<file path="src/rtl/conv_encoder_framer.sv">
// conv_encoder_framer: rate-1/2, constraint-length-3 convolutional encoder
// (generators 7 and 5 octal). Two zero tail bits follow every FRAME_LEN data
// bits so the decoder trellis always terminates in state 0.
//
// Handshake: a data bit is taken on a rising edge when enable_i && ready_o.
// ready_o depends only on the FSM state (held low during rst), never on
// enable_i. valid_o qualifies d_out for exactly one cycle per symbol; the
// output side has no backpressure. d_out holds its last value while valid_o=0.
module conv_encoder_framer #(
    parameter int FRAME_LEN = 64,
    parameter int CT_W      = 16
) (
    input  logic            clk,
    input  logic            rst,
    input  logic            enable_i,
    input  logic            d_in,
    output logic            ready_o,
    output logic            valid_o,
    output logic [1:0]      d_out,
    output logic            frame_start_o,
    output logic            frame_end_o,
    output logic [CT_W-1:0] frame_ct_o,
    output logic [1:0]      state_dbg
);

    localparam int            BW      = (FRAME_LEN < 2) ? 1 : $clog2(FRAME_LEN + 1);
    localparam logic [BW-1:0] LAST_CT = BW'(FRAME_LEN - 1);

    typedef enum logic [1:0] {
        IDLE = 2'd0,
        DATA = 2'd1,
        TAIL = 2'd2
    } state_t;

    state_t        state;
    state_t        state_nxt;
    logic [BW-1:0] bit_ct;
    logic          tail_ct;
    logic [1:0]    sr;

    logic accept;
    logic enc_en;
    logic enc_bit;
    logic start_nxt;
    logic end_nxt;

    assign ready_o   = !rst && (state != TAIL);
    assign accept    = enable_i && ready_o;
    assign state_dbg = state;

    // State register.
    always_ff @(posedge clk or posedge rst) begin
        if (rst) begin
            state <= IDLE;
        end else begin
            state <= state_nxt;
        end
    end

    // Next state and per-cycle encode request; tail cycles encode a forced 0.
    always_comb begin
        state_nxt = state;
        enc_en    = 1'b0;
        enc_bit   = d_in;
        start_nxt = 1'b0;
        end_nxt   = 1'b0;
        case (state)
            IDLE: begin
                if (accept) begin
                    enc_en    = 1'b1;
                    start_nxt = 1'b1;
                    state_nxt = (FRAME_LEN == 1) ? TAIL : DATA;
                end
            end
            DATA: begin
                if (accept) begin
                    enc_en = 1'b1;
                    // bit_ct still holds the count before this accept.
                    if (bit_ct == LAST_CT) begin
                        state_nxt = TAIL;
                    end
                end
            end
            TAIL: begin
                enc_en  = 1'b1;
                enc_bit = 1'b0;
                if (tail_ct) begin
                    end_nxt   = 1'b1;
                    state_nxt = IDLE;
                end
            end
            default: begin
                state_nxt = IDLE;
            end
        endcase
    end

    // Encoder shift register, registered symbol outputs and frame counters.
    always_ff @(posedge clk or posedge rst) begin
        if (rst) begin
            sr            <= 2'b00;
            bit_ct        <= '0;
            tail_ct       <= 1'b0;
            valid_o       <= 1'b0;
            d_out         <= 2'b00;
            frame_start_o <= 1'b0;
            frame_end_o   <= 1'b0;
            frame_ct_o    <= '0;
        end else begin
            valid_o       <= enc_en;
            frame_start_o <= start_nxt;
            frame_end_o   <= end_nxt;

            if (enc_en) begin
                d_out <= {enc_bit ^ sr[0] ^ sr[1], enc_bit ^ sr[1]};
                sr    <= {sr[0], enc_bit};
            end

            // Last tail bit: sr is already zero by construction, but clear it
            // explicitly so IDLE always starts from the zero state.
            if (end_nxt) begin
                sr         <= 2'b00;
                frame_ct_o <= frame_ct_o + CT_W'(1);
            end

            if (accept && (state == IDLE)) begin
                bit_ct <= BW'(1);
            end else if (accept && (state == DATA)) begin
                bit_ct <= bit_ct + BW'(1);
            end

            if (state == TAIL) begin
                tail_ct <= ~tail_ct;
            end else begin
                tail_ct <= 1'b0;
            end
        end
    end

endmodule

</file>
<file path="config.mk">
export PLATFORM = sky130hd
export DESIGN_NAME = conv_encoder_framer
export DESIGN_NICKNAME = d
export VERILOG_FILES = /design/src/rtl/conv_encoder_framer.sv
export SDC_FILE = /design/constraint.sdc
export NUM_CORES = 1
export LEC_CHECK = 0
export ABC_AREA = 1
export CAP_MARGIN = 5
export CORE_ASPECT_RATIO = 0.9
export CORE_MARGIN = 10
export CORE_UTILIZATION = 51
export DETAILED_ROUTE_END_ITERATION = 12
export PLACE_DENSITY_LB_ADDON = 0.2
export SYNTH_ARGS = -nofsm -noshare
export SYNTH_HDL_FRONTEND = slang
export SYNTH_SLANG_ARGS = --single-unit
</file>
<file path="constraint.sdc">
create_clock -name clk -period 1.41 [get_ports clk]
set_input_delay 0.3525 -clock clk [delete_from_list [all_inputs] [get_ports clk]]
set_output_delay 0.3525 -clock clk [all_outputs]
set_load 0.02 [all_outputs]
</file>
# Word level (Yosys, flattened, before mapping)
# Index checks and enable logic that the tools add are counted.
[word_totals] reg_bits=33 output_inout_bits=24 word_cells=49
[op_classes] add_sub_neg=2 n_eq_ne=8 mux=16 n_bitwise=4 n_reduce_logical=10
[op_table] cell="$add 16x1->16 const B" count=1
[op_table] cell="$mux 7" count=2
[op_table] cell="$mux 2" count=6
[op_table] cell="$ne 2x2->1 const B" count=5
[op_table] cell="$add 7x1->7 const B" count=1
[op_table] cell="$eq 7x6->1 const B" count=1
[op_table] cell="$mux 1" count=6
[op_table] cell="$pmux 2 s3" count=1
[op_table] cell="$logic_and 1x1->1" count=4
[op_table] cell="$reduce_and 4->1" count=1
[op_table] cell="$reduce_bool 2->1" count=2
[op_table] cell="$xor 1x1->1" count=3
[op_table] cell="$eq 2x1->1 const B" count=1
[op_table] cell="$eq 2x2->1 const B" count=1
[op_table] cell="$logic_not 2->1" count=1
[op_table] cell="$pmux 1 s2" count=1
[op_table] cell="$reduce_or 2->1" count=1
[op_table] cell="$logic_not 1->1" count=1
[op_table] cell="$not 1->1" count=1

# Logic depth before layout (Yosys ltp)
# Gate-level depths: netlist of run 1.
[depth] word_depth=7 depth_mapped=8 ltp_nobuf=8

# Worst setup path before layout of run 1
# OpenSTA, ideal clock, no wires.
[synth_path] kind="in2reg" from="in rst" to="reg bit_ct[3]" arrival_ns=1.684 required_time_ns=1.291 path_slack_ns=-0.393 path_stages=6 n_path_buf=0 cell_sequence="inv_1 -> nand4_4 -> inv_2 -> nand2_1 -> nand2_1 -> nor2_1"
[synth_via] elab_chain_len=5 word_cells_on_any_way=7 classes_between="1 x mux; 6 x reduce/logical"
[synth_rtl] item="start: declaration" line_no="14" source="input logic rst,"
[synth_rtl] item="$logic_not 1->1 (no source line) (*)"
[synth_rtl] item="$logic_and 1x1->1 (*)" line_no="47" source="assign ready_o = !rst && (state != TAIL);"
[synth_rtl] item="$logic_and 1x1->1 (*)" line_no="48" source="assign accept = enable_i && ready_o;"
[synth_rtl] item="$logic_and 1x1->1, on equally long branches" line_no="126, 128"
[synth_rtl] item="$mux 7 or $reduce_bool 2->1 (tied branches)"
[synth_rtl] item="end signal: assignment" line_no="129" source="bit_ct <= bit_ct + BW'(1);"
[synth_rtl] item="end: declaration" line_no="37" source="logic [BW-1:0] bit_ct;"
# Every way passes the cells marked *; elsewhere a longest branch is shown, timed or not.
# A chain may end at the register's enable or synchronous reset.

# Worst setup path after layout of run 1
[layout_path] from="reg state[1], in the netlist state_dbg[1]" to="out ready_o"
[layout_via] elab_chain_len=2
[layout_rtl] item="start: declaration" line_no="35" source="state_t state;"
[layout_rtl] item="start signal: assignment" line_no="56" source="state <= state_nxt;"
[layout_rtl] item="$ne 2x2->1" line_no="47"
[layout_rtl] item="$logic_and 1x1->1" line_no="47"
[layout_rtl] item="end: declaration" line_no="17" source="output logic ready_o,"
# Every way passes these cells.

==> results.cfg, run 1 <==
[sta]
fin_crit_sh_pct = 102
layout_setup_ws_ns = -0.0323
tns_ns = -0.0323
tightest_slew_ns = 0.406
slew_headroom_pct = 72.9
rsz0062_at_grt = true
slew_viol_final = 0
skew_ns = 0.0122
finalSetupViolCount = 1
clock.fmax_ghz = 0.693
fin_hold_ws_ns = 0.508
hold_viol_final = 0
min_period_ns = 1.44

[layout]
mostFrequentLayoutCells = 44 x nand2_1, 33 x dfrtp_1, 32 x buf_4
nets = 250
final_common_cell = nand2_1
final_util_pct = 71.7
syn2layout_area_growth_pct = 36.7
n_antenna_cell = 0
drive_gt1_share_pct = 29.8

[routing]
wl_per_cell_um = 12.6
avgViaCountPerCell = 4.85
routed_wl_um = 3610
dr.pass1.iters = 4
num_vias = 1392
met3WireLength_um = 211
top_layer_used = met4
drc_errors = 0
ant_nets = 0
wl_met2_um = 1750
first_iter_violations = 61
drt-met1-wl_um = 1600

[synthesis]
synth_nets = 186
syn_inst = 180
syn_area_um2 = 1570
synth_warnings = 0
syn_avg_cell_area_um2 = 8.72
synth-seq-cells = 33
ys_seq_area_share_pct = 52.6
synth_cell_types = 20

[floorplanning]
dieArea_um2 = 5700
core_um2 = 3000
initial_core_util_pct = 52.4
die_w_um = 78.5
die_y_um = 72.6
boundaryPins = 28
rows = 19

[clock_tree]
clock_sinks = 33
tritoncts = built
cts_buffers = 5
hold_buffers = 0
htreeDepth = 2
clk_latency_ns = 0.34
cts.path.max_buffers = 2
cts-root-buf = clkbuf_4
clk_pin_slew_ns = 0.11

[power]
ir_drop_v = 0.000738
p_leak_nw = 1.14
powerDensity_nw_per_um2 = 959

[critical_path]
critPathRequiredTime_ns = 1.06
cp_max_fo = 2
crit_type = flop to output pin
arrival_ns = 1.09
start_kind = flop
cp-end-kind = output pin

[grt]
grt_start_max_net_pins = 34
grt_pass1_wl_um = 5890
grt_remaining_overflow = 0
grt_pass1_vias = 1374
track_usage_pct = 12.8
antenna_found_initial = 0

[place]
hpwl_um = 2640
gp_congestion = 0.811
port_buffers = 27

[run_status]
status = finished with violations
violations = setup timing

[run]
cap_violations = 0

[worst_hold_path]
hold_path_class = flop to flop
layout make-up:
type	count	area (um^2)
Multi-Input combinational cell	122	678
Fill cell	246	848
Clock inverter	1	5.00
Clock buffer	7	65.1
Timing Repair Buffer	57	415
Tap cell	42	52.6
Inverter	25	105
Sequential cell	33	826
repair_timing:
action / CTS / global route
setup buffers: 1 / 5
setup endpoints to repair: 24 / 33
pin swaps: 0 / 4
gates resized for setup: 54 / 28
routing by layer:
layer  GRT usage, %  vias up
met5              0        -
met4           5.37        0
met3           4.80        7
met2           22.0       29
met1           13.8      654
li1               -      702
final timing paths:
kind	startpoint	end	slack, ns	cells after the start
worst max-delay path	state_dbg[1]	ready_o	-0.03	4
worst min-delay path	frame_ct_o[14]	frame_ct_o[14]	0.51	2
worst max register to register	state_dbg[0]	frame_ct_o[2]	0.05	7
worst min register to register	frame_ct_o[14]	frame_ct_o[14]	0.51	2
max in group asynchronous	rst	bit_ct[2]	0.49	4
min in group asynchronous	rst	frame_ct_o[12]	0.62	4
flip-flops by register name (all words and copies together) (netlist names):
register       flops
valid_o            1
frame_start_o      1
state_dbg          2
bit_ct             7
sr                 2
frame_ct_o        16
d_out              2
frame_end_o        1
tail_ct            1
Yosys cell counts:
| master | n | share of area [%] |
|---|---|---|
| nor2_1 | 20 | 4.8 |
| nand3_1 | 16 | 5.1 |
| inv_2 | 2 | 0.48 |
| dfrtp_1 | 33 | 53 |
| nand2_4 | 1 | 0.72 |
| inv_1 | 23 | 5.5 |
| nor3_2 | 1 | 0.64 |
| o21ai_1 | 1 | 0.32 |
| o21ai_0 | 5 | 1.6 |
| a21oi_1 | 4 | 1.3 |
| nand4_4 | 1 | 1.4 |
| nor3_1 | 2 | 0.64 |
| nand3_4 | 1 | 1.1 |
| xor2_1 | 6 | 3.3 |
| xnor2_1 | 7 | 3.9 |
| o22ai_1 | 1 | 0.40 |
| nor3_4 | 1 | 1.0 |
| ha_1 | 2 | 1.6 |
| nand2_1 | 47 | 11 |
| nand4_1 | 6 | 2.4 |
report_power, final:
part	leakage [nW]	switching [mW]	internal (mW)
Clock	0.0413	0.330	0.289
Sequential	0.438	0.0829	1.03
Combinational	0.664	0.195	0.129
Total	1.14	0.608	1.45
through the flow:
step	instance area, um^2	power [mW]	setup WS, ns	cells
finish	2150	2.06	-0.0323	287
global route	2150	2.14	-0.0916	287
CTS	2160	2.05	-0.0504	282
detailed placement	2090	1.46	-0.492	273
global placement	2090	1.43	-0.474	273
floorplan	1590	1.31	-0.0640	180
cells by family after synthesis:
family | after synthesis | synth area share [%]
buffers and inverters | 25 | 5.98
adders and majority gates | 2 | 1.59
and+or+nand+nor | 96 | 29.0
DFF | 33 | 52.6
AOI/OAI and AO/OA | 11 | 3.59
xor gates and xnor gates | 13 | 7.25
critical path, cell delays in order (launching register included):
cell	delay [ns]
dfrtp_1	0.39
inv_1	0.07
nor2_1	0.05
nor2_2	0.11
buf_6	0.14
Note: power is estimated with default switching activity, not from simulation.
==> run 2: changes to the inputs <==
--- a/config.mk
+++ b/config.mk
@@ -12,6 +12,7 @@
 export CORE_UTILIZATION = 51
 export DETAILED_ROUTE_END_ITERATION = 12
 export PLACE_DENSITY_LB_ADDON = 0.2
+export REMOVE_ABC_BUFFERS = 1
 export SYNTH_ARGS = -nofsm -noshare
 export SYNTH_HDL_FRONTEND = slang
 export SYNTH_SLANG_ARGS = --single-unit
==> run 2 against run 1 <==
Effect of this change:
- the run still ends with setup timing left
- sequential share of layout area is 0.80 points higher
- register-to-register slack got worse by 0.03 ns
- clock power fell by 13%
- sequential cell count unchanged
- worst setup slack lost 0.039 ns
- cell count down 1.7%
- hold slack got worse by 0.012 ns
==> results.cfg, run 2 (synthesized netlist as in run 1, its figures left out) <==
[run_status]
status = finished with violations
violations = setup timing

[grt]
track_usage_pct = 12.9
grt_remaining_overflow = 0
grt_pass1_wl_um = 5960
grt_pass1_vias = 1361
grt_start_max_net_pins = 34
antenna_found_initial = 0

[layout]
syn2layout_area_growth_pct = 33.9
n_antenna_cell = 0
largest_reg_flops = 16
drive_gt1_share_pct = 22.5
nets = 246
final_util_pct = 70.2
mostFrequentLayoutCells = 47 x nand2_1, 33 x dfrtp_1, 27 x buf_4
reg.largest.list = frame_ct_o: 16 flops, bit_ct: 7 flops
regMostFlops = frame_ct_o
final_area_um2 = 2100
nFillCells = 251
final_common_cell = nand2_1

[routing]
first_iter_violations = 69
num_vias = 1364
top_layer_used = met4
wl_per_cell_um = 12.8
ant_nets = 0
wl_met2_um = 1780
drt-met1-wl_um = 1530
drc_errors = 0
routed_wl_um = 3600
met3WireLength_um = 246
avgViaCountPerCell = 4.84
dr.pass1.iters = 5

[power]
p_sw_uw = 570
internal_power_mw = 1.40
p_leak_nw = 1.12
powerDensity_nw_per_um2 = 935
p_comb_share_pct = 16.1
ir_drop_v = 0.000729
pwr-share-seq_pct = 56.4
pwr-share-clk_pct = 27.5
switching_share_pct = 29.0

[clock_tree]
cts.path.max_buffers = 2
cts-root-buf = clkbuf_4
clk_latency_ns = 0.34
htreeDepth = 2
clk_pin_slew_ns = 0.09
clock_sinks = 33
cts_buffers = 5
tritoncts = built

[floorplanning]
boundaryPins = 28
die_w_um = 78.5
core_um2 = 3000
rows = 19
die_y_um = 72.6
dieArea_um2 = 5700
initial_core_util_pct = 52.4

[sta]
skew_ns = 0.00993
fin_crit_sh_pct = 105
rsz0062_at_grt = true
min_period_ns = 1.48
layout_setup_ws_ns = -0.0713
clock.fmax_ghz = 0.675
slew_headroom_pct = 72.7
slew_viol_final = 0
hold_viol_final = 0
fin_hold_ws_ns = 0.496
finalSetupViolCount = 1
tightest_slew_ns = 0.409

[critical_path]
worstPathCellList = inv_1, nor2_1, nor2_1, buf_4
arrival_ns = 1.13
critPathRequiredTime_ns = 1.06
cp_common_cell = nor2_1
crit_slowest_cell = dfrtp_1
max_stage_delay_ns = 0.39
cp-end-kind = output pin
cp_max_fo = 2
crit_type = flop to output pin
start_kind = flop

[run]
cap_violations = 0

[place]
gp_congestion = 0.813
port_buffers = 27
hpwl_um = 2730
placed_cell_area_um2 = 2090

[worst_hold_path]
hold_path_class = flop to flop
==> run 2: changes by cell type in the layout (fill, tap and decap cells not counted), sizes merged <==
cell and change:
buf -5, clkbuf -4, clkdlybuf4s15 +5, clkinv -1
clkinvlp -1, inv +1
==> run 2: metrics by stage <==
| step | setup TNS, ns | worst slack, ns | instances | power (mW) |
|---|---|---|---|---|
| floorplan | -4.06 | -0.393 | 180 | 1.31 |
| detailed placement | -1.79 | -0.517 | 273 | 1.45 |
| CTS | -0.0809 | -0.0809 | 280 | 1.97 |
| global placement | -1.27 | -0.486 | 273 | 1.42 |
| global route | -0.407 | -0.134 | 282 | 2.07 |
| finish | -0.0713 | -0.0713 | 282 | 1.97 |
==> run 2: cell type report <==
cell class	instances	area, um^2	share of cell area (%)
clock buffers	7	55.1	2.62
flip-flops and latches	33	826	39.3
multi-input cells	122	656	31.2
repair buffers	53	415	19.8
well taps	42	52.6	2.50
inverters	25	98.8	4.70
==> run 2: what timing repair did <==
item / in CTS / in global routing
gates resized for setup: 43 / 25
endpoints found under the setup margin: 24 / 32
pin swaps: 0 / 6
setup buffers: 0 / 2
hold buffers: 0 / 0
==> run 2: critical path: cells and delay by family, from the launching register on <==
family | cells | cell delay, ns
AND/OR/NAND/NOR | 2 | 0.17
buffers and inverters | 2 | 0.24
flip-flops | 1 | 0.39
==> run 2: metal layers <==
metal  up-vias  GRT usage, %
li1        688             -
met1       635          14.5
met2        36          22.1
met3         5          5.30
met4         0          3.58
met5         -             0
==> run 2: power by group through the flow <==
stage	logic, mW	registers [mW]	clock network (mW)
after floorplan	0.172	1.14	0
after global placement	0.302	1.12	0
after detailed placement	0.324	1.13	0
after CTS	0.313	1.11	0.547
after global routing	0.364	1.12	0.582
final	0.317	1.11	0.540
==> run 2: path summary, 6_finish.rpt <==
| check | from | end | slack [ns] | depth (start not counted) |
|---|---|---|---|---|
| max | state_dbg[1] | ready_o | -0.07 | 4 |
| max in group asynchronous | rst | state_dbg[0] | 0.59 | 3 |
| min in group asynchronous | rst | frame_ct_o[6] | 0.52 | 3 |
| min reg2reg | d_out[1] | d_out[1] | 0.50 | 2 |
| min | d_out[1] | d_out[1] | 0.50 | 2 |
| max reg2reg | state_dbg[0] | frame_ct_o[4] | 0.02 | 6 |
==> run 3: changes to the inputs <==
--- a/config.mk
+++ b/config.mk
@@ -11,7 +11,9 @@
 export CORE_MARGIN = 10
 export CORE_UTILIZATION = 51
 export DETAILED_ROUTE_END_ITERATION = 12
+export MAX_ROUTING_LAYER = met4
 export PLACE_DENSITY_LB_ADDON = 0.2
+export RECOVER_POWER = 25
 export REMOVE_ABC_BUFFERS = 1
 export SYNTH_ARGS = -nofsm -noshare
 export SYNTH_HDL_FRONTEND = slang
==> run 3 against run 2 <==
Effect of this change:
- the flow still finishes with violations (setup timing)
- wire length is the same
- sequential cell count unchanged
- cell area is 0.12% lower
- fmax barely moved
- sequential power is essentially flat
- via count about the same
- worst setup slack hardly changed
- largest cell class unchanged
- largest power group unchanged
- highest routed layer unchanged
==> results.cfg, run 3 (synthesized netlist as in run 1, its figures left out) <==
[run]
cap_violations = 0

[grt]
grt_start_max_net_pins = 34
antenna_found_initial = 0
grt_remaining_overflow = 0
track_usage_pct = 13.2
grt_pass1_vias = 1366
grt_pass1_wl_um = 5950

[sta]
clock.fmax_ghz = 0.675
min_period_ns = 1.48
tightest_slew_ns = 0.803
slew_headroom_pct = 46.5
slew_viol_final = 0
layout_setup_ws_ns = -0.0712
skew_ns = 0.0104
fin_crit_sh_pct = 105
finalSetupViolCount = 1
hold_viol_final = 0
rsz0062_at_grt = true

[critical_path]
start_kind = flop
cp_common_cell = nor2_1
max_stage_delay_ns = 0.39
crit_slowest_cell = dfrtp_1
worstPathCellList = inv_1, nor2_1, nor2_1, buf_4
arrival_ns = 1.13
critPathRequiredTime_ns = 1.06
crit_buf_inv = 2
cp-end-kind = output pin
crit_type = flop to output pin
crit_family = flip-flops
cp_max_fo = 2

[layout]
final_common_cell = nand2_1
final_util_pct = 70.1
regMostFlops = frame_ct_o
nets = 246
n_antenna_cell = 0
largest_reg_flops = 16
reg.largest.list = frame_ct_o: 16 flops, bit_ct: 7 flops
mostFrequentLayoutCells = 47 x nand2_1, 33 x dfrtp_1, 26 x buf_4
syn2layout_area_growth_pct = 33.8
drive_gt1_share_pct = 22.5
nFillCells = 252

[floorplanning]
core_um2 = 3000
initial_core_util_pct = 52.4
die_y_um = 72.6
dieArea_um2 = 5700
die_w_um = 78.5
boundaryPins = 28
rows = 19

[clock_tree]
clock_sinks = 33
cts.path.max_buffers = 2
cts-root-buf = clkbuf_4
tritoncts = built
htreeDepth = 2
cts_buffers = 5
clk_pin_slew_ns = 0.09
clk_latency_ns = 0.34

[power]
p_leak_nw = 1.12
ir_drop_v = 0.000727
powerDensity_nw_per_um2 = 935

[routing]
avgViaCountPerCell = 4.84
dr.pass1.iters = 5
num_vias = 1365
routed_wl_um = 3600
ant_nets = 0
drc_errors = 0
wl_per_cell_um = 12.8
first_iter_violations = 66

[place]
pre_cts_slack_ns = -0.517
hpwl_um = 2730
gp_congestion = 0.825
port_buffers = 27

[worst_hold_path]
hold_path_class = flop to flop

[run_status]
status = finished with violations
violations = setup timing
## run 3: cell count changes in the layout (fill, tap and decap cells not counted), sizes merged
cell    before  now
buf         29   28
clkbuf      17   18
## run 3: path summary, 6_finish.rpt
path | slack [ns] | to | startpoint | depth (start not counted)
max in group asynchronous | 0.23 | state_dbg[0] | rst | 3
max | -0.07 | ready_o | state_dbg[1] | 4
min | 0.50 | d_out[1] | d_out[1] | 2
min reg2reg | 0.50 | d_out[1] | d_out[1] | 2
max reg2reg | 0.03 | frame_ct_o[4] | state_dbg[0] | 6
min in group asynchronous | 0.67 | frame_ct_o[6] | rst | 3
## run 3: power by group
part	internal [mW]	switching (mW)
registers	1.03	0.0775
clock network	0.235	0.304
logic	0.128	0.188
total	1.40	0.569
## run 3: stage by stage
stage / hold WS, ns / total power, mW / TNS (ns) / cell area, um^2 / instances
2_1_floorplan: 0.473 / 1.31 / -4.06 / 1570 / 180
3_3_place_gp: 0.464 / 1.42 / -1.27 / 2090 / 273
3_5_place_dp: 0.479 / 1.45 / -1.79 / 2090 / 273
4_1_cts: 0.498 / 1.97 / -0.0809 / 2110 / 280
5_1_grt: 0.528 / 2.07 / -0.407 / 2100 / 282
6_report: 0.496 / 1.96 / -0.0712 / 2100 / 282
## run 3: worst min-delay path, cell delays in order (launching register included)
cell and delay (ns):
dfrtp_1 0.36, nand2_1 0.06, nand2_1 0.06
## run 3: area by class of cell
cell class                      count  area (um^2)  share of cell area [%]
Inverter                           25         98.8                    4.71
Tap cell                           42         52.6                    2.50
Timing Repair Buffer               53          413                    19.7
Multi-Input combinational cell    122          656                    31.2
Clock buffer                        7         55.1                    2.62
Sequential cell                    33          826                    39.3
## run 3: per-layer routing
layer  vias to the layer above  routed length (um)  track usage, %
met4                         0                  34            3.58
met1                       636                1550            14.6
met5                         -                   0               -
li1                        688                   -               -
met2                        36                1790            22.1
met3                         5                 233            5.05
## run 3: what timing repair did
action / CTS / global route
endpoints found under the setup margin: 24 / 32
cloned: 0 / 0
setup buffers: 0 / 2
gates resized for setup: 43 / 25
hold buffers: 0 / 0
pin swaps: 0 / 6
